<file path="src/rtl/bcd_serial_adder_pkg.sv">
// bcd_serial_adder_pkg: shared BCD constants and the serial adder FSM state encoding
package bcd_serial_adder_pkg;
  localparam int BCD_DIGIT_W = 4;
  localparam int BCD_MAX = 9;
  localparam int BCD_BASE = 10;
  typedef enum logic [1:0] {IDLE = 2'd0, ADD = 2'd1, DONE = 2'd2} state_t;
endpackage

</file>
<file path="src/rtl/bcd_serial_adder_if.sv">
// bcd_serial_adder_if: start/done operand bus; err only exists with BCD_INVALID_DETECT_EN
interface bcd_serial_adder_if #(parameter int DIGITS = 4);
  logic start;
  logic [4*DIGITS-1:0] a, b, sum;
  logic ready, busy, done, cout;
`ifdef BCD_INVALID_DETECT_EN
  logic err;
  modport master (output start, a, b, input ready, busy, done, sum, cout, err);
  modport slave (input start, a, b, output ready, busy, done, sum, cout, err);
`else
  modport master (output start, a, b, input ready, busy, done, sum, cout);
  modport slave (input start, a, b, output ready, busy, done, sum, cout);
`endif
endinterface

</file>
<file path="src/rtl/bcd_serial_adder_digit_add.sv">
// bcd_digit_add: single-digit BCD add with decimal carry; inv flags a non-BCD input with BCD_INVALID_DETECT_EN
module bcd_digit_add
  import bcd_serial_adder_pkg::*;
(
  input  logic [BCD_DIGIT_W-1:0] a_d,
  input  logic [BCD_DIGIT_W-1:0] b_d,
  input  logic                   cin,
  output logic [BCD_DIGIT_W-1:0] d,
  output logic                   cout
`ifdef BCD_INVALID_DETECT_EN
  ,
  output logic                   inv
`endif
);
  logic [BCD_DIGIT_W:0] s;
  assign s = (BCD_DIGIT_W+1)'(a_d) + (BCD_DIGIT_W+1)'(b_d) + (BCD_DIGIT_W+1)'(cin);
  assign cout = s > (BCD_DIGIT_W+1)'(BCD_MAX);
  assign d = cout ? BCD_DIGIT_W'(s - (BCD_DIGIT_W+1)'(BCD_BASE)) : s[BCD_DIGIT_W-1:0];
`ifdef BCD_INVALID_DETECT_EN
  assign inv = a_d > BCD_DIGIT_W'(BCD_MAX) || b_d > BCD_DIGIT_W'(BCD_MAX);
`endif
endmodule

</file>
<file path="src/rtl/bcd_serial_adder.sv">
// bcd_serial_adder: adds two packed-BCD operands one digit per clock, LSD first
// Optional macro BCD_INVALID_DETECT_EN adds a sticky err flag for non-BCD operand digits.
module bcd_serial_adder
  import bcd_serial_adder_pkg::*;
#(
  parameter int DIGITS = 4
) (
  input logic clk,
  input logic rst,
  bcd_serial_adder_if.slave bus
);
  localparam int IW = DIGITS > 1 ? $clog2(DIGITS) : 1;
  localparam int W = BCD_DIGIT_W * DIGITS;
  state_t state, state_nxt;
  logic [W-1:0] a_q, b_q, sum_q;
  logic [IW-1:0] idx;
  logic [BCD_DIGIT_W-1:0] d;
  logic carry, cout_q, d_cout, last, accept;
`ifdef BCD_INVALID_DETECT_EN
  logic inv, err_q;
`endif
  assign accept = bus.start && state != ADD;
  assign last = idx == IW'(DIGITS - 1);
  always_comb begin
    state_nxt = state;
    state_nxt = state == ADD ? (last ? DONE : ADD) : (bus.start ? ADD : IDLE);
  end
  // operands shift right so the digit being added is always in the low nibble
  bcd_digit_add u_digit (
    .a_d(a_q[BCD_DIGIT_W-1:0]),
    .b_d(b_q[BCD_DIGIT_W-1:0]),
    .cin(carry),
    .d(d),
    .cout(d_cout)
`ifdef BCD_INVALID_DETECT_EN
    ,
    .inv(inv)
`endif
  );
  always_ff @(posedge clk or posedge rst) begin
    if (rst) begin
      state <= IDLE;
      a_q <= '0;
      b_q <= '0;
      sum_q <= '0;
      idx <= '0;
      carry <= 1'b0;
      cout_q <= 1'b0;
`ifdef BCD_INVALID_DETECT_EN
      err_q <= 1'b0;
`endif
    end else begin
      state <= state_nxt;
      if (accept) begin
        a_q <= bus.a;
        b_q <= bus.b;
        sum_q <= '0;
        idx <= '0;
        carry <= 1'b0;
        cout_q <= 1'b0;
`ifdef BCD_INVALID_DETECT_EN
        err_q <= 1'b0;
`endif
      end else if (state == ADD) begin
        a_q <= a_q >> BCD_DIGIT_W;
        b_q <= b_q >> BCD_DIGIT_W;
        sum_q[BCD_DIGIT_W*idx +: BCD_DIGIT_W] <= d;
        idx <= idx + 1'b1;
        carry <= d_cout;
        if (last) cout_q <= d_cout;
`ifdef BCD_INVALID_DETECT_EN
        err_q <= err_q | inv;
`endif
      end
    end
  end
  assign bus.ready = state != ADD;
  assign bus.busy = state == ADD;
  assign bus.done = state == DONE;
  assign bus.sum = sum_q;
  assign bus.cout = cout_q;
`ifdef BCD_INVALID_DETECT_EN
  assign bus.err = err_q;
`endif
endmodule
</file>
<file path="src/flat_wrapper.sv">
// flat-port wrapper written by rule: the top's interface ports become plain ports
module bcd_serial_adder_flat import bcd_serial_adder_pkg::*;
#(
  parameter int DIGITS = 4
)
  (clk, rst, bus_start, bus_a, bus_b, bus_ready, bus_busy, bus_done, bus_sum, bus_cout);
  bcd_serial_adder_if #(.DIGITS(DIGITS)) bus_i ();
  input logic clk;
  input logic rst;
  input wire logic [$bits(bus_i.start)-1:0] bus_start;
  input wire logic [$bits(bus_i.a)-1:0] bus_a;
  input wire logic [$bits(bus_i.b)-1:0] bus_b;
  output wire logic [$bits(bus_i.ready)-1:0] bus_ready;
  output wire logic [$bits(bus_i.busy)-1:0] bus_busy;
  output wire logic [$bits(bus_i.done)-1:0] bus_done;
  output wire logic [$bits(bus_i.sum)-1:0] bus_sum;
  output wire logic [$bits(bus_i.cout)-1:0] bus_cout;
  assign bus_i.start = bus_start;
  assign bus_i.a = bus_a;
  assign bus_i.b = bus_b;
  assign bus_ready = bus_i.ready;
  assign bus_busy = bus_i.busy;
  assign bus_done = bus_i.done;
  assign bus_sum = bus_i.sum;
  assign bus_cout = bus_i.cout;
  bcd_serial_adder #(.DIGITS(DIGITS)) u_core (.clk(clk), .rst(rst), .bus(bus_i));
endmodule
</file>
<file path="config.mk">
export PLATFORM = sky130hd
export DESIGN_NAME = bcd_serial_adder_flat
export DESIGN_NICKNAME = d
export VERILOG_FILES = /design/src/rtl/bcd_serial_adder_pkg.sv /design/src/rtl/bcd_serial_adder_if.sv /design/src/rtl/bcd_serial_adder_digit_add.sv /design/src/rtl/bcd_serial_adder.sv /design/src/flat_wrapper.sv
export SDC_FILE = /design/constraint.sdc
export NUM_CORES = 1
export LEC_CHECK = 0
export BUFFER_PORTS_ARGS = -buffer_cell sky130_fd_sc_hd__buf_2
export CORE_UTILIZATION = 30
export DETAILED_ROUTE_END_ITERATION = 10
export GPL_TIMING_DRIVEN = 0
export PLACE_DENSITY = 0.56
export SLEW_MARGIN = 10
export SYNTH_ARGS = -nofsm -noshare
export SYNTH_HDL_FRONTEND = slang
export SYNTH_SLANG_ARGS = --single-unit
export TNS_END_PERCENT = 20
</file>
<file path="constraint.sdc">
create_clock -name clk -period 3.8 [get_ports clk]
set_input_delay 0.38 -clock clk [delete_from_list [all_inputs] [get_ports clk]]
set_output_delay 0.38 -clock clk [all_outputs]
set_load 0.005 [all_outputs]
</file>
# Yosys cells after proc, flatten, opt, wreduce, memory -nomap -nowiden
# Index checks and enable logic that the tools add are counted.
# word_totals
reg_bits	54
word_cells	41
output_inout_bits	20
# classes
n_mux	18
eq_ne	4
shifts	2
reduce_logical	4
n_lt_le_gt_ge	1
n_addsub	5
# ops
operator	n
16-bit two-way mux	6
4-bit negator with 34-bit output	1
4-bit by 34-bit variable shift with 16-bit output, first input constant	1
4-bit by 34-bit variable part select with 16-bit output	1
16-bit bitwise mux	1
2-bit two-way mux	4
1-bit two-way mux	6
4-bit by 4-bit adder with 5-bit output	1
5-bit by 1-bit adder with 5-bit output	1
5-bit by 4-bit > comparator with 1-bit output, second input constant	1
2-bit equality test, second input constant	2
4-bit two-way mux	1
2-bit nonzero test	2
4-bit subtractor, second input constant	1
2-bit by 1-bit adder with 2-bit output, second input constant	1
2-bit by 1-bit equality test with 1-bit output, second input constant	1
2-bit by 1-bit inequality test with 1-bit output, second input constant	1
2-bit AND reduction	1
1-bit logical AND	1

# Logic depth before layout (Yosys ltp)
# Gate-level depths: netlist of the first run.
# logic_depth
depth_word	8
depth_mapped	10
ltp_nobuf	10

# Modules after synthesis
# Synthesis of the first run repeated with hierarchy kept, for this count alone.
# hier_totals
hier_cells	224
hier_area_um2	2630.0
# by_module_without_submodules
module	cells_per_inst	instances	seq_area_each_um2	area_each_um2
bcd_serial_adder	202	1	1351.3	2418.6
bcd_digit_add	22	1	0.0	211.5

# Worst setup path after synthesis of the first run
# No wires, ideal clock.
# synth_path
kind	reg-to-reg
from	register u_core.carry
to	register u_core.sum_q[9] (netlist: u_core.bus.sum[9])
setup_ps	66
n_path_buf	0
path_stages_with_launch	10
period_less_slack_ps	2647
arrival_time_ps	2581
path_slack_ps	1153
cell_sequence	dfrtp_1 > fa_1 > fa_1 > xor2_1 > inv_1 > ha_1 > or3_1 > a211oi_1 > nand3b_1 > a22o_1
# synth_between
elab_chain_len	7
elab_cells_between_ends	8
classes_between	add/sub (2); order compare (1); shift (1); mux (4)
# synth_lines
element	line_no	rtl
start, declared	bcd_serial_adder.sv:18	logic carry, cout_q, d_cout, last, accept;
start signal, assigned	bcd_serial_adder.sv:69	carry <= d_cout;
5-bit by 1-bit adder with 5-bit output *	bcd_serial_adder_digit_add.sv:16	assign s = (BCD_DIGIT_W+1)'(a_d) + (BCD_DIGIT_W+1)'(b_d) + (BCD_DIGIT_W+1)'(cin);
4-bit subtractor / 5-bit by 4-bit > comparator with 1-bit output (equally long branches)	bcd_serial_adder_digit_add.sv:18, bcd_serial_adder_digit_add.sv:17	
4-bit two-way mux *	bcd_serial_adder_digit_add.sv:18	assign d = cout ? BCD_DIGIT_W'(s - (BCD_DIGIT_W+1)'(BCD_BASE)) : s[BCD_DIGIT_W-1:0];
4-bit by 34-bit variable part select with 16-bit output *	bcd_serial_adder.sv:67	sum_q[BCD_DIGIT_W*idx +: BCD_DIGIT_W] <= d;
16-bit bitwise mux *	bcd_serial_adder.sv:67	
16-bit two-way mux *	bcd_serial_adder.sv:64	end else if (state == ADD) begin
16-bit two-way mux *	bcd_serial_adder.sv:54	if (accept) begin
end signal, assigned	bcd_serial_adder.sv:45	sum_q <= '0;
end signal, assigned	bcd_serial_adder.sv:57	sum_q <= '0;
end signal, assigned by index	bcd_serial_adder.sv:67	
end, declared	bcd_serial_adder.sv:15	logic [W-1:0] a_q, b_q, sum_q;
# Every way passes the cells marked *; elsewhere a longest branch is shown, timed or not. The select of a mux whose other input is x is not followed.
# A chain may end at the register's enable or synchronous reset.

# Final worst setup path of the first run
# layout_path
from	register u_core.carry
to	register u_core.sum_q[6] (netlist: u_core.bus.sum[6])
# Same word-level chain as after synthesis.

==> results of run 1 <==
## area by class of cell
class                           count  area share, %
Sequential cell                    54          42.84
Tap cell                          105          4.165
Buffer                             13          1.864
Clock inverter                      1         0.9520
Inverter                            7         0.8330
Timing Repair Buffer               54          9.044
Multi-Input combinational cell    175          37.68
Clock buffer                        6          2.618
## worst max-delay path by stage
stage | start | endpoint | slack (ns) | cells after the start
after floorplan | u_core.carry$_DFFE_PP0P_ | u_core.bus.sum[9]$_DFFE_PP0P_ | 1.15 | 9
after global placement | u_core.carry$_DFFE_PP0P_ | u_core.bus.sum[10]$_DFFE_PP0P_ | 0.82 | 9
after detailed placement | u_core.carry$_DFFE_PP0P_ | u_core.bus.sum[10]$_DFFE_PP0P_ | 0.74 | 9
after CTS | u_core.carry$_DFFE_PP0P_ | u_core.bus.sum[10]$_DFFE_PP0P_ | 0.74 | 9
after global routing | u_core.carry$_DFFE_PP0P_ | u_core.bus.sum[6]$_DFFE_PP0P_ | 0.61 | 9
final | u_core.carry$_DFFE_PP0P_ | u_core.bus.sum[6]$_DFFE_PP0P_ | 0.78 | 9
## layer usage
layer,track usage [%],up-vias,routed length [um]
met3,3.270,7,272
met1,19.41,953,2858
met4,4.353,0,63
met2,22.62,53,2854
li1,-,991,-
met5,0,-,0
## registers in the layout, indices dropped and copies added (netlist names)
signal / flops
u_core.bus.sum: 16
u_core.bus.cout: 1
u_core.carry: 1
u_core.a_q: 16
u_core.state: 2
u_core.idx: 2
u_core.b_q: 16
## Yosys cell counts
| cell | number |
|---|---|
| a21o_1 | 2 |
| nor3b_1 | 2 |
| xor2_1 | 1 |
| mux2i_1 | 32 |
| nor3_1 | 3 |
| o311a_1 | 1 |
| a211oi_1 | 1 |
| nor2_1 | 11 |
| nand2_1 | 36 |
| o21bai_1 | 1 |
| a211oi_2 | 1 |
| nand3b_1 | 2 |
| o211ai_1 | 1 |
| dfrtp_1 | 54 |
| nand2b_1 | 1 |
| o21ai_0 | 34 |
| clkbuf_1 | 5 |
| or3_1 | 3 |
| o22ai_1 | 1 |
| a21o_2 | 1 |
| fa_1 | 2 |
| o31ai_1 | 2 |
| buf_2 | 8 |
| a22o_1 | 9 |
| a21oi_4 | 1 |
| a21oi_1 | 5 |
| or4_1 | 1 |
| nand3_1 | 3 |
| and3_1 | 2 |
| or2_1 | 1 |
| and3b_1 | 1 |
| nor4_1 | 1 |
| mux2_2 | 1 |
| and2_1 | 2 |
| nor2b_1 | 2 |
| ha_1 | 8 |
| inv_1 | 7 |
## worst reg2reg max path: stages, from the launching register on
cell      delay, ns
dfrtp_1        0.40
fa_1           0.47
fa_1           0.41
xor2_1         0.29
inv_1          0.09
ha_1           0.24
nor2b_1        0.19
o311a_1        0.32
a211oi_2       0.32
o21ai_0        0.16
## report_power, final
part	switching (mW)	total (mW)	leakage [nW]	internal, mW
sequential	0.130	0.920	0.711	0.790
combinational	0.846	1.38	0.835	0.536
clock	0.186	0.398	0.0573	0.211
## per-stage QoR
| step | power (mW) | instances | hold slack (ns) | instance area (sq um) | util (%) |
|---|---|---|---|---|---|
| after floorplan | 1.895 | 249 | 0.4492 | 2625 | - |
| after global placement | 2.280 | 407 | 0.4597 | 3022 | 36.23 |
| after detailed placement | 2.326 | 408 | 0.4570 | 3042 | 36.47 |
| after CTS | 2.730 | 415 | 0.1135 | 3154 | 37.82 |
| after global routing | 2.955 | 415 | 0.1334 | 3154 | 37.82 |
| final | 2.699 | 415 | 0.09596 | 3154 | 37.82 |
## logic make-up (layout without fill, tap and decap cells)
kind of cell               after synthesis  after routing
muxes                                   33             33
and+or+nand+nor                         71             71
adders and majority gates               10             10
buffers and inverters                   20             81
xor gates and xnor gates                 1              1
DFF                                     54             54
AOI/OAI and AO/OA                       60             60
## layout by cell type, fill, tap and decap left out, drive strengths merged, types with 2 or more instances in the layout
cell / instances
a211oi: 2
a21o: 3
a21oi: 6
a22o: 9
and2: 2
and3: 2
buf: 62
clkbuf: 11
dfrtp: 54
fa: 2
ha: 8
inv: 7
mux2i: 32
nand2: 36
nand3: 3
nand3b: 2
nor2: 11
nor2b: 2
nor3: 3
nor3b: 2
o21ai: 34
o31ai: 2
or3: 3
==> results.toml, run 1 <==
[synth]
synth-seq-cells = 54
synth_top_family_by_area = "compound AO/OA/AOI/OAI gates"
syn-num-nets = 294
syn_avg_cell_area_sq_um = 10.54
synth-simple-area-share_pct = 12.49
synth_xor_area_share_pct = 0.3337
synthDistinctLibCells = 37
yosysWarnings = 0
synth_compound_area_share_pct = 14.49
yosysTopAreaCell = "dfrtp_1"
synthesis.area_sq_um = 2625
muxShareOfSynthArea_pct = 12.63
synth_area_leaders = "dfrtp_1, mux2i_1, o21ai_0"
synth_fa_ha_area_share_pct = 5.338
synthCells = 249
netlist.area_leader.share_pct = 51.48
ys_seq_area_share_pct = 51.48

[floorplanning]
dieHeight_um = 95.54
pin_count = 55
die_area_sq_um = 9128
start_util_pct = 31.47
core_sq_um = 8341
rows = 33
die_w_um = 95.54

[final_layout]
seqCellArea_sq_um = 1351
final_nets = 355
drive_above_1_share_pct = 23.87
area_delta_synth_final_pct = 20.16
diodes = 0
fill_cells = 857
multi_input_area_sq_um = 1189

[grt]
grt_start_max_net_pins = 32
grt_use_total_pct = 14.30
grt_overflow = 0
grt_pass1_wl_um = 9901
antenna_found_initial = 0
grt_pass1_vias = 1985

[placed_design]
post-place-ws_ns = 0.7424
io_buffers = 53
hpwlAfterDp_um = 4494
gp_congestion = 0.7338

[routing]
viasPerCell = 4.829
drc_errors = 0
avgRoutedWirePerCell_um = 14.57
totalWireLength_um = 6048
drt-initial-drc-count = 69
ant_nets = 0
vias = 2004
drtPass1Iterations = 4

[power_and_ir_drop]
p_leak_nw = 1.604
powerDensity_nw_per_um2 = 855.7
peakVddDrop_mv = 0.3128

[critical_path]
startpoint_type = "flip-flop"
reg2reg_depth = 9
r2r_start = "u_core.carry$_DFFE_PP0P_"
end_kind = "flip-flop"
worstPathMaxFanout = 4
path_delay_family = "adder cells"
r2r_slack_ns = 0.78
cpMostUsedCell = "fa_1"
crit_chain = "fa_1, fa_1, xor2_1, inv_1, ha_1, nor2b_1, o311a_1, a211oi_2, o21ai_0"
worstPathArrival_ns = 3.20
max_stage_delay_ns = 0.47
crit_buf_inv = 1
crit_slowest_cell = "fa_1"
crit_required_ns = 3.99
crit_type = "flip-flop to flip-flop"
r2r-end = "u_core.bus.sum[6]$_DFFE_PP0P_"

[sta]
fin_crit_ns = 3.018
finClkSkew_ns = 0.008622
tightest_slew_ns = 0.7706
fin_crit_sh_pct = 79.42
report.final.slew_viol_count = 0
fmax_mhz = 331.3
hold_violations = 0
setup_viol = 0
setup_ws_ns = 0.7820
setup_tns_ns = 0
maxSlewHeadroom_pct = 48.63
rsz0062_at_grt = "no"

[clock_network]
cts_tree = "built"
cts_buffer_depth = 2
htree_levels = 2
numCtsBuffers = 5
cts_hold_buf = 0
post_cts_buffers = 0
clk_pin_slew_worst_paths_ns = 0.10
clk_latency_ns = 0.31
clock_sinks = 54
cts_resized = 0
root_buffer = "clkbuf_8"

[outcome]
outcome = "completed"

[run]
max_cap_viol_count = 0

[hold_path]
min_path_type = "input pin to async pin"
Power figures use the tool's default switching activity.
==> run 2: changes to the inputs <==
--- a/config.mk
+++ b/config.mk
@@ -5,6 +5,7 @@
 export SDC_FILE = /design/constraint.sdc
 export NUM_CORES = 1
 export LEC_CHECK = 0
+export ABC_AREA = 1
 export BUFFER_PORTS_ARGS = -buffer_cell sky130_fd_sc_hd__buf_2
 export CORE_UTILIZATION = 30
 export DETAILED_ROUTE_END_ITERATION = 10
==> constraint.sdc (replaced) <==
create_clock -name clk -period 2.9 [get_ports clk]
set_input_delay 0.29 -clock clk [delete_from_list [all_inputs] [get_ports clk]]
set_output_delay 0.29 -clock clk [all_outputs]
set_load 0.005 [all_outputs]
==> results.toml, run 2 <==
[power_and_ir_drop]
power.switching_mw = 1.538
p_leak_nw = 1.643
p_int_mw = 1.819
seq_power_share_pct = 35.2
p_clk_share_pct = 12.8
power.share.combinational_pct = 52.0
peakVddDrop_mv = 0.3474
powerDensity_nw_per_um2 = 1062
p_sw_share_pct = 45.81

[sta]
rsz0062_at_grt = "no"
setup_tns_ns = 0
fin_crit_ns = 2.552
tightest_slew_ns = 0.4500
fin_crit_sh_pct = 87.99
hold_violations = 0
finClkSkew_ns = 0.01332
maxSlewHeadroom_pct = 69.68
setup_viol = 0
fmax_mhz = 391.9
report.final.slew_viol_count = 0

[synth]
synth-seq-cells = 54
synthesis.area_sq_um = 2639
netlist.area_leader.share_pct = 51.21
synthCells = 305
synthDistinctLibCells = 27
syn_avg_cell_area_sq_um = 8.652
syn-num-nets = 350
synth_edf_count = 0
synth_area_leaders = "dfrtp_1, nand2_1, inv_1"
yosysWarnings = 0
synth-async-reset-ratio_pct = 100.0
synthTopCellsByCount = "nand2_1, dfrtp_1, inv_1"
yosysTopAreaCell = "dfrtp_1"
yosysMostFrequentCell = "nand2_1"
ys_seq_area_share_pct = 51.21
synth_ff_type = "dfrtp_1"

[routing]
ant_nets = 0
drc_errors = 0
vias = 2143
drtPass1Iterations = 4
drt-initial-drc-count = 85
totalWireLength_um = 6010
avgRoutedWirePerCell_um = 12.68
viasPerCell = 4.521

[critical_path]
max_stage_delay_ns = 0.57
crit_chain = "fa_1, fa_1, inv_1, ha_1, inv_1, nor2_1, a21oi_2, nand2_2, nand2_4, nand2_2, nand4_1, o21bai_1"
crit_required_ns = 3.09
crit_type = "flip-flop to flip-flop"
end_kind = "flip-flop"
crit_slowest_cell = "fa_1"
startpoint_type = "flip-flop"
worstPathMaxFanout = 4
worstPathArrival_ns = 2.74

[grt]
grt_start_max_net_pins = 38
antenna_found_initial = 0
grt_use_total_pct = 14.86
grt_pass1_wl_um = 10530
grt_overflow = 0
grt_pass1_vias = 2226

[clock_network]
post_cts_buffers = 0
clock_sinks = 54
clk_latency_ns = 0.31
numCtsBuffers = 5
root_buffer = "clkbuf_8"
htree_levels = 2
cts_tree = "built"
clk_pin_slew_worst_paths_ns = 0.11
cts_hold_buf = 1
cts_resized = 0
cts_buffer_depth = 2

[hold_path]
min_path_type = "input pin to flip-flop"

[final_layout]
finish.utilization_pct = 37.71
drive_above_1_share_pct = 24.66
final_nets = 413
layout_common_cells = "nand2_1, buf_2, dfrtp_1"
area_delta_synth_final_pct = 19.77
final_common_cell = "nand2_1"
diodes = 0
fill_cells = 853

[floorplanning]
dieHeight_um = 95.79
start_util_pct = 31.48
core_sq_um = 8382
die_area_sq_um = 9175
die_w_um = 95.79
rows = 33
pin_count = 55

[placed_design]
io_buffers = 54
hpwlAfterDp_um = 4591
gp_congestion = 0.7935

[outcome]
outcome = "completed"

[run]
max_cap_viol_count = 0
==> run 2: per-layer routing <==
layer,up-vias,track usage [%],part of all wire (%)
li1,1103,-,-
met1,996,20.56,49
met3,7,2.844,3.3
met5,-,0,0
met2,37,23.93,46
met4,0,3.731,1.4
==> run 2: kinds of logic after synthesis <==
group	synth area share (%)
compound gates	9.293
fa+ha+maj	5.311
buf+inv	7.918
flops	51.21
simple gates	26.27
==> run 2: cell type report <==
cell class | count | area (sq um) | share of cell area (%)
buffer | 10 | 51.30 | 1.623
timing repair buffer | 56 | 300.3 | 9.501
sequential | 54 | 1351 | 42.76
multi-input combinational | 199 | 1079 | 34.12
tap | 105 | 131.4 | 4.157
clock buffer | 5 | 68.82 | 2.177
clock inverter | 3 | 21.27 | 0.6730
inverter | 42 | 157.7 | 4.988
==> run 2: power groups by stage <==
stage          Clock (mW)  Sequential [mW]  Combinational [mW]
3_5_place_dp            0             1.20                1.76
3_3_place_gp            0             1.20                1.72
2_1_floorplan           0             1.18                1.28
5_1_grt             0.466             1.22                2.03
4_1_cts             0.443             1.19                1.77
6_report            0.430             1.18                1.75
==> run 2: critical path: cells and delay by family, from the launching register on <==
family | cells | cell delay, ns
flip-flops | 1 | 0.43
AO/OA/AOI/OAI | 2 | 0.20
buffers and inverters | 2 | 0.16
AND/OR/NAND/NOR | 5 | 0.42
adder cells (fa/ha/maj) | 3 | 1.23
==> run 2: final timing paths <==
kind / start / endpoint / slack [ns] / cells after the start
worst min register to register: u_core.bus.sum[3]$_DFFE_PP0P_ / u_core.bus.sum[3]$_DFFE_PP0P_ / 0.49 / 2
min in group asynchronous: rst / u_core.bus.sum[13]$_DFFE_PP0P_ / 0.51 / 3
worst max register to register: u_core.b_q[0]$_DFFE_PP0P_ / u_core.bus.sum[15]$_DFFE_PP0P_ / 0.35 / 12
worst min-delay path: bus_b[14] / u_core.b_q[14]$_DFFE_PP0P_ / 0.18 / 3
max in group asynchronous: rst / u_core.a_q[2]$_DFFE_PP0P_ / 1.86 / 4
worst max-delay path: u_core.b_q[0]$_DFFE_PP0P_ / u_core.bus.sum[15]$_DFFE_PP0P_ / 0.35 / 12
==> run 2: through the flow <==
step	worst slack, ns	power [mW]	hold slack, ns	instances	cell area, sq um
6_report	0.3482	3.358	0.1777	474	3161
5_1_grt	0.1075	3.716	0.1864	474	3161
4_1_cts	0.3380	3.397	0.1739	474	3161
3_5_place_dp	0.3671	2.962	0.3049	465	3060
3_3_place_gp	0.3983	2.915	0.4648	464	3040
2_1_floorplan	0.5786	2.456	0.4110	305	2639
